==> src/rtl/dvp_pattern_tx.sv <==
// DVP camera-bus test pattern transmitter.
// Emits RGB565 frames one byte per clock: VSYNC lines, back porch, active lines, front porch.
// Every state lasts a whole number of lines of LINE = 2*H_PIXEL + H_BLANK clocks.
// Ports:
//   clk, rst_n          single clock, synchronous active-low reset
//   enable              level request; a frame, once started, always completes
//   pattern_sel[1:0]    0 solid, 1 ramp, 2 colour bars, 3 checker (latched at frame start)
//   color_i[15:0]       RGB565 colour for the solid pattern (latched at frame start)
//   cam_vsync/cam_href  frame sync / line valid
//   cam_data[7:0]       pixel byte, high byte first; 0 while cam_href is low
//   frame_done          one-cycle pulse on the final cycle of each frame
//   busy                high whenever not idle
//   frame_cnt[15:0]     completed frames, wraps
module dvp_pattern_tx #(
  parameter int unsigned H_PIXEL   = 1024,
  parameter int unsigned V_PIXEL   = 768,
  parameter int unsigned H_BLANK   = 64,
  parameter int unsigned VS_LINES  = 4,
  parameter int unsigned VBP_LINES = 16,
  parameter int unsigned VFP_LINES = 8
) (
  input  logic        clk,
  input  logic        rst_n,
  input  logic        enable,
  input  logic [1:0]  pattern_sel,
  input  logic [15:0] color_i,
  output logic        cam_vsync,
  output logic        cam_href,
  output logic [7:0]  cam_data,
  output logic        frame_done,
  output logic        busy,
  output logic [15:0] frame_cnt
);

  localparam int unsigned Line     = 2 * H_PIXEL + H_BLANK;
  localparam int unsigned ActBytes = 2 * H_PIXEL;
  localparam int unsigned MaxA     = (VS_LINES > VBP_LINES) ? VS_LINES : VBP_LINES;
  localparam int unsigned MaxB     = (V_PIXEL > VFP_LINES) ? V_PIXEL : VFP_LINES;
  localparam int unsigned MaxLines = (MaxA > MaxB) ? MaxA : MaxB;
  localparam int unsigned HcntW    = $clog2(Line + 1);
  localparam int unsigned LineW    = $clog2(MaxLines + 1);
  // Line index of the final line of a frame within its state.
  localparam int unsigned EndLine  = (VFP_LINES != 0) ? VFP_LINES - 1 : V_PIXEL - 1;

  typedef enum logic [2:0] {StIdle, StVsync, StVbp, StActive, StVfp} state_e;

  localparam state_e EndState = (VFP_LINES != 0) ? StVfp : StActive;

  state_e            state_q, state_d;
  logic [HcntW-1:0]  hcnt_q, hcnt_d;
  logic [LineW-1:0]  line_q, line_d;
  logic [1:0]        pat_q, pat_d;
  logic [15:0]       col_q, col_d;

  logic              vsync_q, vsync_d;
  logic              href_q, href_d;
  logic [7:0]        data_q, data_d;
  logic              done_q, done_d;
  logic              busy_q, busy_d;
  logic [15:0]       frame_cnt_q, frame_cnt_d;

  logic [LineW-1:0]  last_line;
  logic [2:0]        bar_idx;
  logic [15:0]       pix;

  // Position sequencing: (state, line, hcnt) names the cycle currently on the bus.
  always_comb begin
    state_d = state_q;
    hcnt_d  = hcnt_q;
    line_d  = line_q;
    pat_d   = pat_q;
    col_d   = col_q;

    unique case (state_q)
      StVsync:  last_line = LineW'(VS_LINES - 1);
      StVbp:    last_line = LineW'(VBP_LINES - 1);
      StActive: last_line = LineW'(V_PIXEL - 1);
      StVfp:    last_line = LineW'(VFP_LINES - 1);
      default:  last_line = '0;
    endcase

    if (state_q == StIdle) begin
      if (enable) begin
        state_d = StVsync;
        hcnt_d  = '0;
        line_d  = '0;
      end
    end else if (hcnt_q == HcntW'(Line - 1)) begin
      hcnt_d = '0;
      if (line_q == last_line) begin
        line_d = '0;
        unique case (state_q)
          StVsync:  state_d = (VBP_LINES != 0) ? StVbp : StActive;
          StVbp:    state_d = StActive;
          StActive: state_d = (VFP_LINES != 0) ? StVfp : (enable ? StVsync : StIdle);
          StVfp:    state_d = enable ? StVsync : StIdle;
          default:  state_d = StIdle;
        endcase
      end else begin
        line_d = line_q + 1'b1;
      end
    end else begin
      hcnt_d = hcnt_q + 1'b1;
    end

    // Pattern settings are frozen for the whole frame from its first VSYNC cycle.
    if (state_d == StVsync && state_q != StVsync) begin
      pat_d = pattern_sel;
      col_d = color_i;
    end
  end

  // Output values for the next bus cycle, derived from the next position.
  always_comb begin
    bar_idx = 3'(((32'(hcnt_d) >> 1) * 32'd8) / H_PIXEL);

    unique case (pat_q)
      2'd0: pix = col_q;
      2'd1: pix = 16'((32'(hcnt_d) >> 1) & 32'h7FF);
      2'd2: begin
        unique case (bar_idx)
          3'd0:    pix = 16'hFFFF;
          3'd1:    pix = 16'hFFE0;
          3'd2:    pix = 16'h07FF;
          3'd3:    pix = 16'h07E0;
          3'd4:    pix = 16'hF81F;
          3'd5:    pix = 16'hF800;
          3'd6:    pix = 16'h001F;
          default: pix = 16'h0000;
        endcase
      end
      // x[5] is hcnt[6]; y[5] is line[5].
      default: pix = ((((32'(hcnt_d) >> 6) ^ (32'(line_d) >> 5)) & 32'd1) != 32'd0) ?
                     16'hFFFF : 16'h0000;
    endcase

    vsync_d = (state_d == StVsync);
    busy_d  = (state_d != StIdle);
    href_d  = (state_d == StActive) && (hcnt_d < HcntW'(ActBytes));
    data_d  = href_d ? (hcnt_d[0] ? pix[7:0] : pix[15:8]) : 8'h00;
    done_d  = (state_d == EndState) && (hcnt_d == HcntW'(Line - 1)) &&
              (line_d == LineW'(EndLine));
    frame_cnt_d = done_d ? frame_cnt_q + 16'd1 : frame_cnt_q;
  end

  always_ff @(posedge clk) begin
    if (!rst_n) begin
      state_q     <= StIdle;
      hcnt_q      <= '0;
      line_q      <= '0;
      pat_q       <= '0;
      col_q       <= '0;
      vsync_q     <= 1'b0;
      href_q      <= 1'b0;
      data_q      <= 8'h00;
      done_q      <= 1'b0;
      busy_q      <= 1'b0;
      frame_cnt_q <= 16'h0000;
    end else begin
      state_q     <= state_d;
      hcnt_q      <= hcnt_d;
      line_q      <= line_d;
      pat_q       <= pat_d;
      col_q       <= col_d;
      vsync_q     <= vsync_d;
      href_q      <= href_d;
      data_q      <= data_d;
      done_q      <= done_d;
      busy_q      <= busy_d;
      frame_cnt_q <= frame_cnt_d;
    end
  end

  assign cam_vsync  = vsync_q;
  assign cam_href   = href_q;
  assign cam_data   = data_q;
  assign frame_done = done_q;
  assign busy       = busy_q;
  assign frame_cnt  = frame_cnt_q;

endmodule

==> config.mk <==
export PLATFORM = sky130hd
export DESIGN_NAME = dvp_pattern_tx
export DESIGN_NICKNAME = d
export VERILOG_FILES = /design/src/rtl/dvp_pattern_tx.sv
export SDC_FILE = /design/constraint.sdc
export NUM_CORES = 1
export LEC_CHECK = 0
export CAP_MARGIN = 20
export CORE_MARGIN = 5
export CORE_UTILIZATION = 57
export CTS_BUF_LIST = sky130_fd_sc_hd__clkbuf_16
export CTS_CLUSTER_DIAMETER = 30
export CTS_CLUSTER_SIZE = 24
export DETAILED_ROUTE_END_ITERATION = 7
export PLACE_DENSITY = 0.91
export SYNTH_ARGS = -nofsm -noshare
export SYNTH_HDL_FRONTEND = slang
export SYNTH_SLANG_ARGS = --single-unit
==> constraint.sdc <==
create_clock -name clk -period 3.8 [get_ports clk]
set_clock_uncertainty 0.1 [all_clocks]
set_input_delay 0.76 -clock clk [delete_from_list [all_inputs] [get_ports clk]]
set_output_delay 0.76 -clock clk [all_outputs]
set_load 0.02 [all_outputs]
==> results.cfg <==
[power_and_ir_drop]
p_int_uw = 1500
clkPwrFrac_pct = 48.8
combinationalPowerShare_pct = 11.6
p_sw_share_pct = 24.2
p_sw_uw = 481
vdd_drop_max_v = 0.000266
powerDensity_mw_per_mm2 = 376
p_leak_uw = 0.00184
sequentialPowerShare_pct = 39.6
power_uw = 1980

[status]
status = finished clean

[finish]
layout.nets = 599
layout_common_cells = dfxtp_1, nor2_1, nand2_1
utilization_pct = 72.8
drive_gt1_share_pct = 12.8
fin_area_mm2 = 0.00528
antenna-diode-count = 0
layout_commonest_cell = dfxtp_1
nFillCells = 547
area_growth_pct = 24.6

[routing]
final_antenna_net_count = 0
vias = 4434
dr.pass1.iters = 6
post-route-drc-count = 0
wl_um = 12600
drtIter0Drc = 602
wl_per_cell_um = 18.5
drt-vias-per-instance = 6.53

[floorplanning]
die_h_um = 96.2
chipWidth_um = 96.2
coreArea_mm2 = 0.00725
initial_core_util_pct = 58.4
rows = 31
io_pins = 49
dieArea_mm2 = 0.00926

[grt]
grt_pass1_wl_um = 20600
use_met3_pct = 5.16
grt_overflow_total = 0
grt_pass1_vias = 4180
grt_most_used_layer = met2
gr-usage-met1_pct = 35.2
grtUsageTotal_pct = 28.5
met2_usage_pct = 46.5
antenna_found_initial = 0
grt_max_degree = 40

[place]
hpwl_um = 8730
place_area_mm2 = 0.00492
port-buffer-count = 48
gp_congestion = 0.988

[setup_path]
start_kind = primary input
cp_common_cell = buf_4
regToRegSetupSlack_ns = 0.20
crit_slowest_cell = clkdlybuf4s50_1
cp.arrival_ns = 3.76
cpPeakStageDelay_ns = 0.50
critPathBufInv = 3
crit_path_end_kind = flip-flop
crit_family = simple AND/OR/NAND/NOR gates
path_class = in2reg
crit_chain = clkdlybuf4s50_1, nor4_4, a21oi_1, a2111oi_2, buf_4, nand4_1, a2111oi_4, nand4b_2, buf_4, nor4_1, mux2i_1
cp_data_required_time_ns = 3.96
path_max_fanout = 6

[synth]
ys_warn_count = 0
syn_area_mm2 = 0.00424
synthCells = 521
ys_seq_area_share_pct = 33.5
synth-seq-cells = 71
syn_nets = 545
ys.flop_type = dfxtp_1
synth_edf_count = 0
syn_area_per_cell_um2 = 8.13
synthArstFlopShare_pct = 0
synth.distinct_cells = 70

[cts]
tritoncts = built
clk_pin_slew_ns = 0.06
cts_root_buffer = clkbuf_16
cts_sinks = 71
clock_latency_ns = 0.33
post_cts_buffers = 0
cts_resized = 0
cts_hold_buf = 0
cts_buffer_depth = 2
cts_buffers = 9
htree_num_levels = 3

[timing]
fmax_mhz = 278
fin_setup_tns_ns = 0
setup_viol = 0
maxSlewHeadroom_pct = 40.9
min_period_over_period_pct = 94.8
final-hold-violation-count = 0
worstMarginPinSlew_ns = 0.883
final_max_slew_viol_count = 0
holdWs_ns = 0.386
min_period_ns = 3.60

[run]
cap_violations = 0

[worst_hold_path]
min_path_type = reg2reg
[registers in the layout, indices dropped and copies added (netlist names)]
signal and flops:
busy 1, cam_vsync 1, hcnt_q 12, state_q 3, frame_cnt 16, pat_q 2, cam_href 1, col_q 16
line_q 10, frame_done 1, cam_data 8
[cells by family (layout without fill, tap and decap cells)]
logic type                 count (synthesis)  in the layout  synth area share (%)
buffers and inverters                     46            105                  4.64
AOI/OAI and AO/OA                        119            119                  19.5
adders and majority gates                  3              3                 0.886
xor gates and xnor gates                   4              4                 0.827
DFF                                       71             71                  33.5
muxes                                     36             36                  8.54
and+or+nand+nor                          242            242                  32.0
[per-stage QoR]
stage,std cells,setup slack (ns)
3_3_place_gp,663,-0.102
6_report,679,0.199
2_1_floorplan,521,0.388
5_1_grt,679,-0.0313
3_5_place_dp,663,-0.190
4_1_cts,679,0.0908
[synthesized netlist by cell type (2+ instances only)]
| cell type | instances | area (um^2) |
|---|---|---|
| and2_1 | 12 | 75.1 |
| nand4_1 | 11 | 68.8 |
| and4_1 | 2 | 17.5 |
| clkbuf_1 | 22 | 82.6 |
| or4_1 | 7 | 52.6 |
| o31ai_1 | 5 | 37.5 |
| nand2_1 | 55 | 206 |
| ha_1 | 3 | 37.5 |
| nor3b_1 | 2 | 15.0 |
| a211oi_1 | 2 | 15.0 |
| nand3_1 | 20 | 100 |
| a21oi_1 | 27 | 135 |
| nand3b_1 | 3 | 22.5 |
| xnor2_1 | 3 | 26.3 |
| inv_1 | 10 | 37.5 |
| buf_1 | 4 | 15.0 |
| a32o_1 | 5 | 50.1 |
| nor4_4 | 2 | 42.5 |
| o21a_1 | 4 | 30.0 |
| o22ai_1 | 3 | 18.8 |
| or3_1 | 7 | 43.8 |
| and3_1 | 11 | 68.8 |
| a2111oi_0 | 4 | 35.0 |
| o211ai_1 | 8 | 60.1 |
| buf_4 | 2 | 15.0 |
| dfxtp_1 | 71 | 1420 |
| nor4b_1 | 3 | 26.3 |
| mux2i_1 | 35 | 350 |
| buf_2 | 6 | 30.0 |
| nor4_2 | 11 | 138 |
| nor3_1 | 8 | 40.0 |
| a31oi_1 | 8 | 50.1 |
| nand2b_1 | 16 | 100 |
| nor4_1 | 4 | 25.0 |
| nor2_1 | 57 | 214 |
| o21ai_0 | 27 | 135 |
| o2111ai_1 | 2 | 17.5 |
| nor2b_1 | 3 | 18.8 |
| o311ai_0 | 2 | 17.5 |
| a22oi_1 | 3 | 22.5 |
| a211o_1 | 2 | 17.5 |
[final timing paths]
kind,cells after the start,to,startpoint
worst max-delay path,11,frame_cnt[3],enable
worst min-delay path,2,col_q[12],col_q[12]
worst max register to register,10,frame_cnt[0],hcnt_q[1]
worst min register to register,2,col_q[12],col_q[12]
[worst min-delay path, delay by kind of cell (launching register included)]
family	cells	cell delay [ns]
multiplexers	1	0.06
flip-flops	1	0.32
AND/OR/NAND/NOR	1	0.07
[metal layers]
layer  vias to the layer above  part of all wire, %
li1                       2040                    -
met5                         -                    0
met1                      2092                   39
met3                        48                  9.4
met2                       254                   48
met4                         0                  4.2
[power groups by stage]
| stage | Clock (uW) | Combinational, uW | Sequential (uW) |
|---|---|---|---|
| 2_1_floorplan | 0 | 148 | 791 |
| 3_3_place_gp | 0 | 215 | 800 |
| 3_5_place_dp | 0 | 220 | 801 |
| 4_1_cts | 975 | 225 | 786 |
| 5_1_grt | 1010 | 247 | 788 |
| 6_report | 969 | 230 | 786 |
[cell type report]
cell class | count | area [um^2] | area share (%)
Inverter | 10 | 37.5 | 0.711
Timing Repair Buffer | 79 | 713 | 13.5
Multi-Input combinational cell | 404 | 2640 | 50.0
Tap cell | 99 | 124 | 2.35
Clock buffer | 9 | 225 | 4.27
Clock inverter | 7 | 119 | 2.25
Sequential cell | 71 | 1420 | 26.9
Note: power is estimated with default switching activity, not from simulation.
